`src/rtl/mem_port_arbiter_if.sv`:
```
// Bus bundle between the CPU port, the front-panel port, the arbiter and the RAM.
// The slave modport is the arbiter; the master modport is everything around it.
interface mem_port_arbiter_if #(
  parameter int AW = 16,
  parameter int DW = 8
);
  logic          cpu_req;
  logic          cpu_we;
  logic [AW-1:0] cpu_addr;
  logic [DW-1:0] cpu_wdata;
  logic          cpu_ack;
  logic [DW-1:0] cpu_rdata;

  logic          pnl_req;
  logic          pnl_we;
  logic [AW-1:0] pnl_addr;
  logic [DW-1:0] pnl_wdata;
  logic          pnl_ack;
  logic [DW-1:0] pnl_rdata;

  logic [AW-1:0] ram_addr;
  logic [DW-1:0] ram_wdata;
  logic          ram_read;
  logic          ram_write;
  logic [DW-1:0] ram_rdata;

  modport slave (
    input  cpu_req, cpu_we, cpu_addr, cpu_wdata,
    output cpu_ack, cpu_rdata,
    input  pnl_req, pnl_we, pnl_addr, pnl_wdata,
    output pnl_ack, pnl_rdata,
    output ram_addr, ram_wdata, ram_read, ram_write,
    input  ram_rdata
  );

  modport master (
    output cpu_req, cpu_we, cpu_addr, cpu_wdata,
    input  cpu_ack, cpu_rdata,
    output pnl_req, pnl_we, pnl_addr, pnl_wdata,
    input  pnl_ack, pnl_rdata,
    input  ram_addr, ram_wdata, ram_read, ram_write,
    output ram_rdata
  );
endinterface

```
`src/rtl/mem_port_arbiter.sv`:
```
// Shares the single-port main RAM between the CPU port and the front-panel port.
// Eligibility follows cpustate, ties are broken round-robin, and each access is
// a registered strobe / wait / ack sequence. All outputs come from flops.
module mem_port_arbiter #(
  parameter int AW  = 16,
  parameter int DW  = 8,
  parameter int ACC = 1
) (
  input  logic                    clk,
  input  logic                    rst,
  input  logic [1:0]              cpustate,
  mem_port_arbiter_if.slave       bus,
  output logic [1:0]              owner,
  output logic                    busy
);

  typedef enum logic [1:0] {
    ST_IDLE   = 2'b00,
    ST_ACCESS = 2'b01,
    ST_ACK    = 2'b10
  } state_t;

  localparam logic [1:0] OWN_NONE = 2'b00;
  localparam logic [1:0] OWN_CPU  = 2'b01;
  localparam logic [1:0] OWN_PNL  = 2'b10;
  localparam logic [3:0] ACC_LD   = 4'(ACC);

  state_t        state_r;
  logic [1:0]    owner_r;
  logic          busy_r;
  logic          we_r;
  logic [3:0]    wait_r;
  logic          rr_pnl_r;      // 1: panel is favoured on the next tie
  logic [AW-1:0] ram_addr_r;
  logic [DW-1:0] ram_wdata_r;
  logic          ram_read_r;
  logic          ram_write_r;
  logic          cpu_ack_r;
  logic          pnl_ack_r;
  logic [DW-1:0] cpu_rdata_r;
  logic [DW-1:0] pnl_rdata_r;

  logic          cpu_elig_s;
  logic          pnl_elig_s;
  logic          cpu_win_s;
  logic          pnl_win_s;

  // Which ports may be granted in the current cpustate.
  always_comb begin
    cpu_elig_s = 1'b0;
    pnl_elig_s = 1'b0;
    case (cpustate)
      2'b00:   begin cpu_elig_s = 1'b1; pnl_elig_s = 1'b1; end
      2'b01:   begin cpu_elig_s = 1'b1; pnl_elig_s = 1'b0; end
      2'b10:   begin cpu_elig_s = 1'b0; pnl_elig_s = 1'b1; end
      2'b11:   begin cpu_elig_s = 1'b0; pnl_elig_s = 1'b1; end
      default: begin cpu_elig_s = 1'b0; pnl_elig_s = 1'b0; end
    endcase
  end

  // Round-robin pick between the eligible, requesting ports.
  always_comb begin
    cpu_win_s = 1'b0;
    pnl_win_s = 1'b0;
    if (cpu_elig_s && bus.cpu_req && pnl_elig_s && bus.pnl_req) begin
      cpu_win_s = !rr_pnl_r;
      pnl_win_s = rr_pnl_r;
    end else begin
      cpu_win_s = cpu_elig_s && bus.cpu_req;
      pnl_win_s = pnl_elig_s && bus.pnl_req;
    end
  end

  // Transaction sequencer: grant, hold strobes for ACC+1 cycles, pulse ack.
  always_ff @(posedge clk) begin
    if (rst) begin
      state_r     <= ST_IDLE;
      owner_r     <= OWN_NONE;
      busy_r      <= 1'b0;
      we_r        <= 1'b0;
      wait_r      <= 4'd0;
      rr_pnl_r    <= 1'b0;
      ram_addr_r  <= '0;
      ram_wdata_r <= '0;
      ram_read_r  <= 1'b0;
      ram_write_r <= 1'b0;
      cpu_ack_r   <= 1'b0;
      pnl_ack_r   <= 1'b0;
      cpu_rdata_r <= '0;
      pnl_rdata_r <= '0;
    end else begin
      cpu_ack_r <= 1'b0;
      pnl_ack_r <= 1'b0;
      case (state_r)
        ST_IDLE: begin
          if (cpu_win_s) begin
            owner_r     <= OWN_CPU;
            busy_r      <= 1'b1;
            we_r        <= bus.cpu_we;
            ram_addr_r  <= bus.cpu_addr;
            ram_wdata_r <= bus.cpu_wdata;
            ram_read_r  <= !bus.cpu_we;
            ram_write_r <= bus.cpu_we;
            wait_r      <= ACC_LD;
            state_r     <= ST_ACCESS;
          end else if (pnl_win_s) begin
            owner_r     <= OWN_PNL;
            busy_r      <= 1'b1;
            we_r        <= bus.pnl_we;
            ram_addr_r  <= bus.pnl_addr;
            ram_wdata_r <= bus.pnl_wdata;
            ram_read_r  <= !bus.pnl_we;
            ram_write_r <= bus.pnl_we;
            wait_r      <= ACC_LD;
            state_r     <= ST_ACCESS;
          end else begin
            state_r <= ST_IDLE;
          end
        end
        ST_ACCESS: begin
          if (wait_r == 4'd0) begin
            if (!we_r && owner_r == OWN_CPU) begin
              cpu_rdata_r <= bus.ram_rdata;
            end else if (!we_r && owner_r == OWN_PNL) begin
              pnl_rdata_r <= bus.ram_rdata;
            end else begin
              cpu_rdata_r <= cpu_rdata_r;
            end
            ram_read_r  <= 1'b0;
            ram_write_r <= 1'b0;
            cpu_ack_r   <= (owner_r == OWN_CPU);
            pnl_ack_r   <= (owner_r == OWN_PNL);
            state_r     <= ST_ACK;
          end else begin
            wait_r <= wait_r - 4'd1;
          end
        end
        ST_ACK: begin
          rr_pnl_r <= (owner_r == OWN_CPU);
          owner_r  <= OWN_NONE;
          busy_r   <= 1'b0;
          state_r  <= ST_IDLE;
        end
        default: begin
          owner_r     <= OWN_NONE;
          busy_r      <= 1'b0;
          ram_read_r  <= 1'b0;
          ram_write_r <= 1'b0;
          state_r     <= ST_IDLE;
        end
      endcase
    end
  end

  assign bus.ram_addr  = ram_addr_r;
  assign bus.ram_wdata = ram_wdata_r;
  assign bus.ram_read  = ram_read_r;
  assign bus.ram_write = ram_write_r;
  assign bus.cpu_ack   = cpu_ack_r;
  assign bus.pnl_ack   = pnl_ack_r;
  assign bus.cpu_rdata = cpu_rdata_r;
  assign bus.pnl_rdata = pnl_rdata_r;
  assign owner         = owner_r;
  assign busy          = busy_r;

endmodule
```
`src/flat_wrapper.sv`:
```
// flat-port wrapper written by rule: the top's interface ports become plain ports
module mem_port_arbiter_flat 
#(
  parameter int AW  = 16,
  parameter int DW  = 8,
  parameter int ACC = 1
)
  (clk, rst, cpustate, owner, busy, bus_cpu_req, bus_cpu_we, bus_cpu_addr, bus_cpu_wdata, bus_cpu_ack, bus_cpu_rdata, bus_pnl_req, bus_pnl_we, bus_pnl_addr, bus_pnl_wdata, bus_pnl_ack, bus_pnl_rdata, bus_ram_addr, bus_ram_wdata, bus_ram_read, bus_ram_write, bus_ram_rdata);
  mem_port_arbiter_if #(.AW(AW), .DW(DW)) bus_i ();
  input  logic clk;
  input  logic rst;
  input  logic [1:0] cpustate;
  output logic [1:0] owner;
  output logic busy;
  input wire logic [$bits(bus_i.cpu_req)-1:0] bus_cpu_req;
  input wire logic [$bits(bus_i.cpu_we)-1:0] bus_cpu_we;
  input wire logic [$bits(bus_i.cpu_addr)-1:0] bus_cpu_addr;
  input wire logic [$bits(bus_i.cpu_wdata)-1:0] bus_cpu_wdata;
  output wire logic [$bits(bus_i.cpu_ack)-1:0] bus_cpu_ack;
  output wire logic [$bits(bus_i.cpu_rdata)-1:0] bus_cpu_rdata;
  input wire logic [$bits(bus_i.pnl_req)-1:0] bus_pnl_req;
  input wire logic [$bits(bus_i.pnl_we)-1:0] bus_pnl_we;
  input wire logic [$bits(bus_i.pnl_addr)-1:0] bus_pnl_addr;
  input wire logic [$bits(bus_i.pnl_wdata)-1:0] bus_pnl_wdata;
  output wire logic [$bits(bus_i.pnl_ack)-1:0] bus_pnl_ack;
  output wire logic [$bits(bus_i.pnl_rdata)-1:0] bus_pnl_rdata;
  output wire logic [$bits(bus_i.ram_addr)-1:0] bus_ram_addr;
  output wire logic [$bits(bus_i.ram_wdata)-1:0] bus_ram_wdata;
  output wire logic [$bits(bus_i.ram_read)-1:0] bus_ram_read;
  output wire logic [$bits(bus_i.ram_write)-1:0] bus_ram_write;
  input wire logic [$bits(bus_i.ram_rdata)-1:0] bus_ram_rdata;
  assign bus_i.cpu_req = bus_cpu_req;
  assign bus_i.cpu_we = bus_cpu_we;
  assign bus_i.cpu_addr = bus_cpu_addr;
  assign bus_i.cpu_wdata = bus_cpu_wdata;
  assign bus_cpu_ack = bus_i.cpu_ack;
  assign bus_cpu_rdata = bus_i.cpu_rdata;
  assign bus_i.pnl_req = bus_pnl_req;
  assign bus_i.pnl_we = bus_pnl_we;
  assign bus_i.pnl_addr = bus_pnl_addr;
  assign bus_i.pnl_wdata = bus_pnl_wdata;
  assign bus_pnl_ack = bus_i.pnl_ack;
  assign bus_pnl_rdata = bus_i.pnl_rdata;
  assign bus_ram_addr = bus_i.ram_addr;
  assign bus_ram_wdata = bus_i.ram_wdata;
  assign bus_ram_read = bus_i.ram_read;
  assign bus_ram_write = bus_i.ram_write;
  assign bus_i.ram_rdata = bus_ram_rdata;
  mem_port_arbiter #(.AW(AW), .DW(DW), .ACC(ACC)) u_core (.clk(clk), .rst(rst), .cpustate(cpustate), .bus(bus_i), .owner(owner), .busy(busy));
endmodule
```
`config.mk`:
```
export PLATFORM = sky130hd
export DESIGN_NAME = mem_port_arbiter_flat
export DESIGN_NICKNAME = d
export VERILOG_FILES = /design/src/rtl/mem_port_arbiter_if.sv /design/src/rtl/mem_port_arbiter.sv /design/src/flat_wrapper.sv
export SDC_FILE = /design/constraint.sdc
export NUM_CORES = 1
export LEC_CHECK = 0
export CORE_MARGIN = 1.5
export CORE_UTILIZATION = 30
export CTS_CLUSTER_SIZE = 12
export DETAILED_ROUTE_END_ITERATION = 7
export SETUP_SLACK_MARGIN = 0.3
export SYNTH_ARGS = -nofsm -noshare
export SYNTH_HDL_FRONTEND = slang
export SYNTH_SLANG_ARGS = --single-unit
```
`constraint.sdc`:
```
create_clock -name clk -period 1.8 [get_ports clk]
set_input_delay 0.27 -clock clk [delete_from_list [all_inputs] [get_ports clk]]
set_output_delay 0.27 -clock clk [all_outputs]
set_load 0.01 [all_outputs]
```
# Word-level counts from Yosys, hierarchy flattened
# Cells that the tools add are included.
# totals
register_bits	55
out_inout_bits	47
# classes
add_sub_neg	1
n_eq_ne	10
muxes	29
n_bitwise	4
n_reduce_logical	25
# ops
cell	n
$mux 16	2
$mux 8	2
$mux 4	3
$mux 1	10
$reduce_and 3->1	3
$eq 2x2->1 const B	4
$mux 2	4
$pmux 2 s2	2
$pmux 4 s2	1
$eq 2x1->1 const B	3
$logic_and 1x1->1	6
$pmux 1 s2	3
$pmux 1 s3	2
$reduce_or 3->1	2
$logic_not 1->1	4
$logic_not 2->1	2
$logic_not 4->1	1
$not 1->1	4
$reduce_and 2->1	2
$reduce_and 4->1	1
$reduce_bool 2->1	2
$reduce_or 2->1	2
$sub 4x1->4 const B	1
$ne 3x1->1 const B	1
2 further kinds	2

# Longest topological paths before layout
# Gate-level depths: netlist (run 1).
# logic_depth
word_depth	10
mapped_depth	7
mapped_depth_nobuf	6

# Worst setup path after synthesis (run 1)
# Ideal clock, no wire load.
# synth_path
path_type	reg-to-reg
from	register u_core.wait_r[0]
to	register u_core.cpu_rdata_r[0] (netlist: u_core.bus.cpu_rdata[0])
setup_ns	0.128
arrival_ns	1.831
required_time_ns	1.672
slack_ns	-0.158
path_stages_with_launch	8
synth_period_minus_slack_ns	1.958
path_cell_list	dfxtp_1 -> inv_1 -> ha_1 -> or3b_1 -> buf_6 -> nor4_4 -> mux2i_1 -> nor2_1
# synth_between
elab_chain_cells	2
# synth_lines
item	line_no	source
from (decl)	mem_port_arbiter.sv:32	logic [3:0] wait_r;
from (signal assigned)	mem_port_arbiter.sv:135	wait_r <= wait_r - 4'd1;
$logic_not 4->1	mem_port_arbiter.sv:121	if (wait_r == 4'd0) begin
$reduce_and 3->1 (no line)	n/a	
to (signal assigned)	mem_port_arbiter.sv:123	cpu_rdata_r <= bus.ram_rdata;
to (signal assigned)	mem_port_arbiter.sv:127	cpu_rdata_r <= cpu_rdata_r;
to (decl)	mem_port_arbiter.sv:40	logic [DW-1:0] cpu_rdata_r;
# Every way passes these cells.
# A chain may end at the register's enable or synchronous reset.

# Final worst setup path (run 1)
# layout_path
from	register u_core.wait_r[1]
to	register u_core.cpu_rdata_r[4] (netlist: u_core.bus.cpu_rdata[4])
# The elaborated chain is that of the path after synthesis.

==> reports/qor.yml, run 1 <==
sta:
  rsz0062_at_grt: "yes"
  slew_violations: 0
  fin_skew_ps: 6.98
  fmax_mhz: 587
  slew_headroom: 0.686
  hold_viol: 0
  timing.hold.ws_ps: 338
  finalSetupViolations: 0
  worst_slew_pin_slew_ps: 471
  tns_ps: 0
  period_minus_slack_ps: 1700
  timing.final.crit_share: 0.947
  setup_slack_ps: 95.8
critical_path:
  crit_type: "register to register"
  cp-start-kind: "register"
  rr_startpoint: "u_core.wait_r[1]"
  cp.depth: 7
  slowest_stage: "or3b_4"
  worstReg2RegEnd: "u_core.bus.cpu_rdata[4]"
  worst-path-max-fanout: 8
  cp_num_buf_inv: 2
  arrival_ps: 1900
  crit_required_ps: 2000
  cpPeakStageDelay_ps: 410
  cpLargestDelayFamily: "simple AND/OR/NAND/NOR gates"
  rrSetupSlack_ps: 100
  reg2reg_depth: 7
  endpoint: "u_core.bus.cpu_rdata[4]"
  crit_path_end_kind: "register"
  cp_cell_sequence: "inv_2, ha_4, or3b_4, nor4_4, buf_12, mux2i_1, nor2_1"
  startpoint: "u_core.wait_r[1]"
clock_network:
  cts.clk_slew.worst_paths_ps: 100
  cts_root_buf: "clkbuf_8"
  h-tree-depth: 2
  cts_buffer_depth: 2
  cts_buffers: 5
  cts_num_sinks: 55
  cts_tree: "built"
  insertion_delay_ps: 310
logic_synthesis:
  synth.yosys.seq_area_share: 0.469
  syn_area_sq_um: 2350
  synth-async-reset-ratio: 0
  synthFlopType: "dfxtp_1"
  synth-edff-count: 0
  syn_avg_cell_area_sq_um: 8.64
  synthCells: 272
  yosysUniqueCellTypes: 35
  synth-seq-cells: 55
  syn_nets: 337
  yosysWarnings: 0
placed_design:
  placed_area_sq_um: 3690
  gp_congestion: 0.785
  io_buffers: 110
  dp_hpwl_um: 5330
  dp_slack_ps: 17.9
pwr:
  peakVddDrop_mv: 0.326
  p_per_area_nw_per_um2: 727
  pwr-share-comb: 0.261
  power_w: 0.00283
  switchingPower_w: 0.000827
  power_frac_seq: 0.478
  p_int_w: 0.00200
  sw_frac_of_total: 0.292
  pwr-share-clk: 0.261
  p_leak_nw: 1.74
finish:
  final_cell_mix: "81 x clkdlybuf4s50_1, 53 x dfxtp_1, 26 x nand4_1"
  final_common_cell: "clkdlybuf4s50_1"
  area_growth_pct: 65.6
  drive_gt1_frac: 0.127
  nets: 449
  antenna_cells: 0
  fin_area_sq_um: 3890
global_routing:
  track_usage: 0.168
  grt_max_degree: 27
  grt_pass1_vias: 2246
  grt_pass1_wl_um: 11300
  gr-total-overflow: 0
  antenna_found_initial: 0
floorplan:
  dieArea_sq_um: 8370
  core_area_sq_um: 7650
  die_x_um: 91.5
  row_count: 32
  initial_core_util: 0.307
  pin_count: 111
  die-height_um: 91.5
routing:
  vias: 2419
  drc_errors: 0
  wirelength_um: 7330
  first_pass_iters: 4
  vias_per_cell: 4.97
  drtIter0Drc: 94
  wire_per_inst_um: 15.0
  postRouteAntennaNets: 0
job:
  max_cap_violations: 0
outcome:
  outcome: "completed"
hold_path:
  hp-class: "input port to register"
power by group through the flow:
stage                     combinational [W]  sequential (W)  clock [W]
after floorplan                    0.000309         0.00140          0
after global placement             0.000715         0.00138          0
after detailed placement           0.000721         0.00138          0
after CTS                          0.000739         0.00135   0.000754
after global routing               0.000788         0.00136   0.000798
final                              0.000738         0.00135   0.000738
Yosys cell counts, types with 2 or more instances:
cell / instances / share of area
dfxtp_1: 55 / 0.47
nand4_1: 26 / 0.069
o21ai_0: 26 / 0.055
nand2_1: 25 / 0.040
a31oi_1: 24 / 0.064
nor2_1: 24 / 0.038
clkbuf_1: 22 / 0.035
mux2i_1: 16 / 0.068
a21oi_1: 7 / 0.015
inv_1: 6 / 0.0096
nand2b_1: 5 / 0.013
nand3_1: 4 / 0.0085
nor2b_1: 4 / 0.011
nor3_1: 3 / 0.0064
a21o_1: 2 / 0.0064
nor4_4: 2 / 0.018
o211ai_1: 2 / 0.0064
xor2_1: 2 / 0.0075
logic make-up (layout without fill, tap and decap cells):
logic type | Yosys count | after routing | share of synthesized area
simple gates | 99 | 99 | 0.223
compound gates | 69 | 69 | 0.176
flops | 55 | 55 | 0.469
buf+inv | 30 | 143 | 0.0511
mux | 16 | 16 | 0.0682
xor+xnor | 2 | 2 | 0.00746
fa+ha+maj | 1 | 1 | 0.00532
per-stage QoR:
stage / utilization / cells
after floorplan: - / 272
after global placement: 0.482 / 476
after detailed placement: 0.482 / 476
after CTS: 0.499 / 486
after global routing: 0.509 / 487
final: 0.509 / 487
area by class of cell:
class | instances | area, sq um
flip-flops and latches | 55 | 1100
repair buffers | 129 | 1350
fillers | 723 | 3760
inverters | 6 | 22.5
clock inverters | 2 | 13.8
well taps | 102 | 128
clock buffers | 6 | 82.6
multi-input cells | 187 | 1190
flip-flops by register name, summed over array words and instances (netlist names), 2 cells and up:
register / count
u_core.bus.pnl_rdata: 8
u_core.bus.cpu_rdata: 8
u_core.wait_r: 4
u_core.bus.ram_wdata: 8
u_core.owner: 2
u_core.state_r: 2
u_core.bus.ram_addr: 16
worst min path at each step:
stage                     cells past startpoint                      end                 from
after floorplan                               2  u_core.bus.cpu_rdata[1]     bus_ram_rdata[1]
after global placement                        2         u_core.wait_r[0]     u_core.wait_r[0]
after detailed placement                      2      u_core.bus.ram_read  u_core.bus.ram_read
after CTS                                     2  u_core.bus.pnl_rdata[4]                  rst
after global routing                          2  u_core.bus.pnl_rdata[4]                  rst
final                                         2  u_core.bus.pnl_rdata[4]                  rst
layer usage:
layer / routed length [um] / share of wire / GRT usage / vias to the layer above
met5: 0 / 0 / 0 / -
met2: 3680 / 0.50 / 0.285 / 55
met4: 140 / 0.019 / 0.0677 / 0
met1: 3210 / 0.44 / 0.211 / 1144
met3: 296 / 0.040 / 0.0260 / 11
li1: - / - / - / 1209
repair_timing:
item,4_1_cts,5_1_grt
setup endpoints to repair,32,64
pin swaps,1,4
gates resized for setup,10,26
setup buffers,2,1
gates cloned,0,0
hold buffers,0,0
Power figures use the tool's default switching activity.
==> inputs of run 2 (changes only) <==
- MAX_ROUTING_LAYER: unset -> met4
==> run 2 against run 1 <==
Sequential power is essentially flat. Highest routed layer unchanged. Combinational power is essentially flat. Final area grew 0.58%. First-iteration DRC count shrank 16%. Fmax shrank 0.22%. Clock skew shrank 2.0 ps. Via count shrank 0.21%. Largest cell class unchanged. Total power shrank 0.22%. Setup slack lost 3.8 ps.
==> reports/qor.yml, run 2 (synthesized netlist as in run 1, its figures left out) <==
critical_path:
  cpLargestDelayFamily: "simple AND/OR/NAND/NOR gates"
  cp_cell_sequence: "inv_2, ha_4, or3b_4, nor4_4, buf_12, mux2i_1, nor2_1"
  arrival_ps: 1910  # about the same
  slowest_stage: "or3b_4"
  cp-start-kind: "register"
  crit_type: "register to register"
  crit_path_end_kind: "register"
  cp_num_buf_inv: 2  # unchanged
  worst-path-max-fanout: 8  # unchanged
  cpPeakStageDelay_ps: 410  # about the same
  crit_required_ps: 2000  # about the same
clock_network:
  cts_buffer_depth: 2  # unchanged
  cts_root_buf: "clkbuf_8"
  h-tree-depth: 2  # unchanged
  cts.clk_slew.worst_paths_ps: 100  # about the same
  cts_buffers: 5  # unchanged
  cts_num_sinks: 55  # unchanged
  hold_buffers: 0  # unchanged
  insertion_delay_ps: 310  # about the same
  cts_tree: "built"
sta:
  finalSetupViolations: 0  # unchanged
  worst_slew_pin_slew_ps: 482  # +10.5 ps
  slew_violations: 0  # unchanged
  setup_slack_ps: 92.0  # -3.78 ps
  timing.final.crit_share: 0.949  # +0.00210
  period_minus_slack_ps: 1710  # +3.78 ps
  rsz0062_at_grt: "yes"
  fmax_mhz: 585  # -0.22%
  fin_skew_ps: 4.95  # -2.03 ps
  hold_viol: 0  # unchanged
  slew_headroom: 0.679  # -0.00698
finish:
  nets: 449  # unchanged
  largest_register_ffs: 16  # unchanged
  multiInputGateArea_sq_um: 1190  # unchanged
  final_common_cell: "clkdlybuf4s50_1"
  fin_util: 0.512  # +0.00294
  nFillCells: 725  # +0.28%
  final_cell_mix: "72 x clkdlybuf4s50_1, 53 x dfxtp_1, 32 x dlymetal6s2s_1"
  antenna_cells: 0  # unchanged
  area_growth_pct: 66.6
  register_area_sq_um: 1100  # unchanged
  drive_gt1_frac: 0.127  # unchanged
hold_path:
  hp-class: "input port to register"
routing:
  drc_errors: 0  # unchanged
  vias_per_cell: 4.96  # -0.21%
  first_pass_iters: 4  # unchanged
  wirelength_um: 7420  # +1.2%
  wire_per_inst_um: 15.2  # +1.2%
  vias: 2414  # -0.21%
  postRouteAntennaNets: 0  # unchanged
  drtIter0Drc: 79  # -16%
placed_design:
  io_buffers: 110  # unchanged
  dp_slack_ps: 17.9  # unchanged
  dp_hpwl_um: 5330  # unchanged
  gp_congestion: 0.796  # +1.4%
floorplan:
  dieArea_sq_um: 8370  # unchanged
  die-height_um: 91.5  # unchanged
  initial_core_util: 0.307  # unchanged
  pin_count: 111  # unchanged
  core_area_sq_um: 7650  # unchanged
  row_count: 32  # unchanged
  die_x_um: 91.5  # unchanged
outcome:
  outcome: "completed"
global_routing:
  track_usage: 0.174  # +0.00601
  antenna_found_initial: 0  # unchanged
  gr-total-overflow: 0  # unchanged
  grt_max_degree: 27  # unchanged
  grt_pass1_vias: 2249  # +0.13%
  grt_pass1_wl_um: 11300  # +0.44%
pwr:
  peakVddDrop_mv: 0.328  # +0.33%
  p_leak_nw: 1.90  # +9.1%
  p_per_area_nw_per_um2: 721  # -0.79%
job:
  max_cap_violations: 0  # unchanged
-- run 2: cell types whose count changed in the layout (fill, tap and decap cells not counted), sizes merged --
cell / before / now
clkdlybuf4s50: 81 / 72
dlymetal6s2s: 23 / 32
-- run 2: worst register-to-register path: cells and delay by family (launching register included) --
kind	cells	cell delay (ps)
flip-flops	1	350
buffers and inverters	2	260
AND/OR/NAND/NOR	3	670
multiplexers	1	200
adder cells (fa/ha/maj)	1	130
-- run 2: path summary, 6_finish.rpt --
path	from	end	slack (ps)	cells past startpoint
min reg2reg	u_core.bus.ram_write	u_core.bus.ram_write	480	2
max reg2reg	u_core.wait_r[1]	u_core.bus.cpu_rdata[4]	90	7
min	rst	u_core.bus.pnl_rdata[4]	340	2
max	u_core.wait_r[1]	u_core.bus.cpu_rdata[4]	90	7
-- run 2: area by class of cell --
class	instances	share of cell area
multi-input combinational	187	0.304
inverter	6	0.00575
timing repair buffer	129	0.351
clock inverter	2	0.00352
sequential	55	0.282
tap	102	0.0326
clock buffer	6	0.0211
-- run 2: report_power, final --
| part | switching [W] | leakage [nW] | internal [W] | total, W |
|---|---|---|---|---|
| combinational | 0.000351 | 1.40 | 0.000385 | 0.000737 |
| sequential | 0.0000546 | 0.450 | 0.00130 | 0.00135 |
| clock | 0.000418 | 0.0516 | 0.000316 | 0.000734 |
-- run 2: repair_timing --
item,CTS,global route
buffers inserted,2,1
resized for setup,10,35
pin swaps,1,4
setup endpoints to repair,32,73
-- run 2: metrics by stage --
step	instances	instance area [sq um]	setup TNS [ps]	power, W	hold WS, ps
finish	487	3910	0	0.00282	342
global route	487	3910	0	0.00295	344
CTS	486	3810	0	0.00284	344
detailed placement	476	3690	0	0.00210	476
global placement	476	3690	0	0.00209	475
floorplan	272	2370	-315	0.00170	417
-- run 2: routing by layer --
layer  global-route usage  up-vias  wire length (um)
met4               0.0638        0               127
met5                    -        -                 0
met1                0.213     1145              3260
met3               0.0310        8               317
li1                     -     1206                 -
met2                0.284       55              3710
==> inputs of run 3 (changes only) <==
- ABC_AREA: unset -> 1
- SLEW_MARGIN: unset -> 20
==> run 3 against run 2 <==
First-iteration DRC count grew 20%. Total power increased by 8.4%. Non-clock buffer count down 6. Final area rose by 3.8%. Sequential share of layout area down 0.99 points. Critical path type is now register to primary output. Highest routed layer unchanged.
==> reports/qor.yml, run 3 <==
sta:
  worst_slew_pin_slew_ps: 687  # +205 ps
  finalSetupViolations: 0  # unchanged
  slew_violations: 0  # unchanged
  slew_headroom: 0.541  # -0.137
  fin_skew_ps: 8.58  # +3.63 ps
  period_minus_slack_ps: 1450  # -262 ps
  rsz0062_at_grt: "no"
  fmax_mhz: 691  # +18%
  tns_ps: 0  # unchanged
  timing.final.crit_share: 0.804  # -0.145
  hold_viol: 0  # unchanged
floorplan:
  row_count: 33  # +3.1%
  initial_core_util: 0.309  # +0.00170
  die-height_um: 95.0  # +3.8%
  dieArea_sq_um: 9020  # +7.8%
  die_x_um: 95.0  # +3.8%
  core_area_sq_um: 8220  # +7.4%
  pin_count: 111  # unchanged
clock_network:
  cts_num_sinks: 55  # unchanged
  cts_tree: "built"
  cts_buffer_depth: 2  # unchanged
  post_cts.repair.setup_buffers: 0  # -2
  cts_buffers: 5  # unchanged
  cts.clk_slew.worst_paths_ps: 100  # about the same
  hold_buffers: 0  # unchanged
  h-tree-depth: 2  # unchanged
  insertion_delay_ps: 310  # about the same
  cts_root_buf: "clkbuf_8"
logic_synthesis:
  synthMuxAreaShare: 0  # -0.0682
  synth_compound_area_frac: 0.0754  # -0.101
  synth-seq-cells: 55  # unchanged
  synth.most_common_cell: "nand2_1"
  synth-edff-count: 0  # unchanged
  synthAdderAreaFrac: 0.00493  # -0.000396
  synth_top_area_frac: 0.434  # -0.0349
  synth_common_cells: "88 x nand2_1, 80 x nor2_1, 55 x dfxtp_1"
  synth_top_family_by_area: "simple AND/OR/NAND/NOR gates"
  synth_area_leaders: "dfxtp_1 43%, nand2_1 13%, nor2_1 12%"
  synth-async-reset-ratio: 0  # unchanged
  syn_area_sq_um: 2540  # +8.0%
  synth_xor_area_frac: 0  # -0.00745
  yosysUniqueCellTypes: 29  # -17%
  synth-simple-area-share: 0.395  # +0.172
  synthCells: 366  # +35%
  yosysWarnings: 0  # unchanged
  synth.yosys.seq_area_share: 0.434  # -0.0349
  syn_avg_cell_area_sq_um: 6.94  # -20%
  yosys.area.top_type: "dfxtp_1"
  synthFlopType: "dfxtp_1"
  syn_nets: 431  # +28%
critical_path:
  rr_startpoint: "u_core.wait_r[0]"
  rrSetupSlack_ps: 440  # +350 ps
  cp_cell_sequence: "clkdlybuf4s50_1"
  crit_path_end_kind: "primary output"
  startpoint: "u_core.bus.ram_addr[14]"
  cpPeakStageDelay_ps: 530  # +120 ps
  cp_num_buf_inv: 1  # -1
  crit_type: "register to primary output"
  cpLargestDelayFamily: "buffers and inverters"
  worst-path-max-fanout: 2  # -6
  slowest_stage: "clkdlybuf4s50_1"
  crit_required_ps: 1530  # -470 ps
  arrival_ps: 1180  # -730 ps
  cp-start-kind: "register"
global_routing:
  track_usage: 0.169  # -0.00513
  grt_pass1_wl_um: 11600  # +2.9%
  gr-total-overflow: 0  # unchanged
  antenna_found_initial: 0  # unchanged
  grt_pass1_vias: 2573  # +14%
  grt_max_degree: 29  # +7.4%
finish:
  final_cell_mix: "85 x nand2_1, 80 x nor2_1, 65 x clkdlybuf4s50_1"
  largest_register_ffs: 16  # unchanged
  drive_gt1_frac: 0.0934  # -0.0339
  nets: 546  # +22%
  antenna_cells: 0  # unchanged
  area_growth_pct: 60.0
  instances_no_fill: 587  # +21%
  final_common_cell: "nand2_1"
pwr:
  p_leak_nw: 2.42  # +27%
  p_per_area_nw_per_um2: 753  # +4.5%
  peakVddDrop_mv: 0.343  # +4.7%
routing:
  drtIter0Drc: 95  # +20%
  vias_per_cell: 4.52  # -8.8%
  postRouteAntennaNets: 0  # unchanged
  wire_per_inst_um: 12.1  # -20%
  drc_errors: 0  # unchanged
  wirelength_um: 7120  # -4.0%
  first_pass_iters: 4  # unchanged
  vias: 2655  # +10%
outcome:
  outcome: "completed"
placed_design:
  io_buffers: 110  # unchanged
  dp_hpwl_um: 5400  # +1.3%
  dp.cells: 578  # +21%
  gp_congestion: 0.773  # -2.9%
hold_path:
  hp-start: "u_core.bus.ram_wdata[7]"
  hp-class: "register to register"
job:
  max_cap_violations: 0  # unchanged
## run 3: cell types whose count changed after synthesis, moves of 5 or more
cell,previous run,this run
a21oi_1,7,15
a31oi_1,24,0
buf_2,0,6
clkbuf_1,22,4
inv_1,6,30
mux2i_1,16,0
nand2_1,25,88
nand2b_1,5,0
nand3_1,4,30
nand4_1,26,12
nor2_1,24,80
o21ai_0,26,1
o21ai_1,0,16
## run 3: stage by stage
step / hold WS, ps / power (W) / instance area, sq um / utilization / setup slack, ps
final: 458 / 0.00306 / 4060 / 0.494 / 354
after global routing: 480 / 0.00326 / 4060 / 0.494 / 307
after global placement: 438 / 0.00222 / 3800 / 0.463 / 36.5
after floorplan: 418 / 0.00183 / 2540 / - / 447
after detailed placement: 442 / 0.00223 / 3800 / 0.463 / 0.233
after CTS: 461 / 0.00308 / 3920 / 0.477 / 255
## run 3: where the power goes
part	leakage (nW)	total [W]	internal, W	switching, W
clock	0.0587	0.000851	0.000422	0.000428
sequential	0.450	0.00136	0.00131	0.0000536
combinational	1.91	0.000846	0.000422	0.000425
## run 3: path summary, 6_finish.rpt
check / cells after the start / to
worst max-delay path: 1 / bus_ram_addr[14]
worst min-delay path: 2 / u_core.bus.ram_wdata[7]
worst max register to register: 7 / u_core.bus.pnl_rdata[3]
worst min register to register: 2 / u_core.bus.ram_wdata[7]
## run 3: final cells by class
| type | instances | area (sq um) |
|---|---|---|
| Timing Repair Buffer | 123 | 1320 |
| Sequential cell | 55 | 1100 |
| Multi-Input combinational cell | 260 | 1240 |
| Tap cell | 105 | 131 |
| Clock inverter | 3 | 47.5 |
| Clock buffer | 5 | 68.8 |
| Inverter | 36 | 148 |
| Fill cell | 831 | 4160 |
## run 3: timing repair
item / in CTS / in global routing
gates cloned: 0 / 1
gates resized for setup: 7 / 51
pin swaps: 0 / 0
setup endpoints to repair: 24 / 74
## run 3: logic make-up (layout without fill, tap and decap cells)
| group | Yosys count | count (layout) |
|---|---|---|
| AOI/OAI and AO/OA | 34 | 34 |
| adders and majority gates | 1 | 1 |
| buffers and inverters | 51 | 167 |
| DFF | 55 | 55 |
| and+or+nand+nor | 225 | 225 |
## run 3: worst register-to-register path: stages (launching register included)
cell and delay (ps):
dfxtp_1 320, inv_1 140, ha_4 180, nand3_4 120
nor2_8 140, nand3_4 140, o21ai_1 170, nor2_1 50
## run 3: routing by layer
| metal | up-vias | global-route usage | share of wire |
|---|---|---|---|
| met1 | 1178 | 0.213 | 0.46 |
| met2 | 85 | 0.261 | 0.45 |
| met5 | - | - | 0 |
| met3 | 7 | 0.0451 | 0.079 |
| met4 | 0 | 0.0547 | 0.0098 |
| li1 | 1385 | - | - |
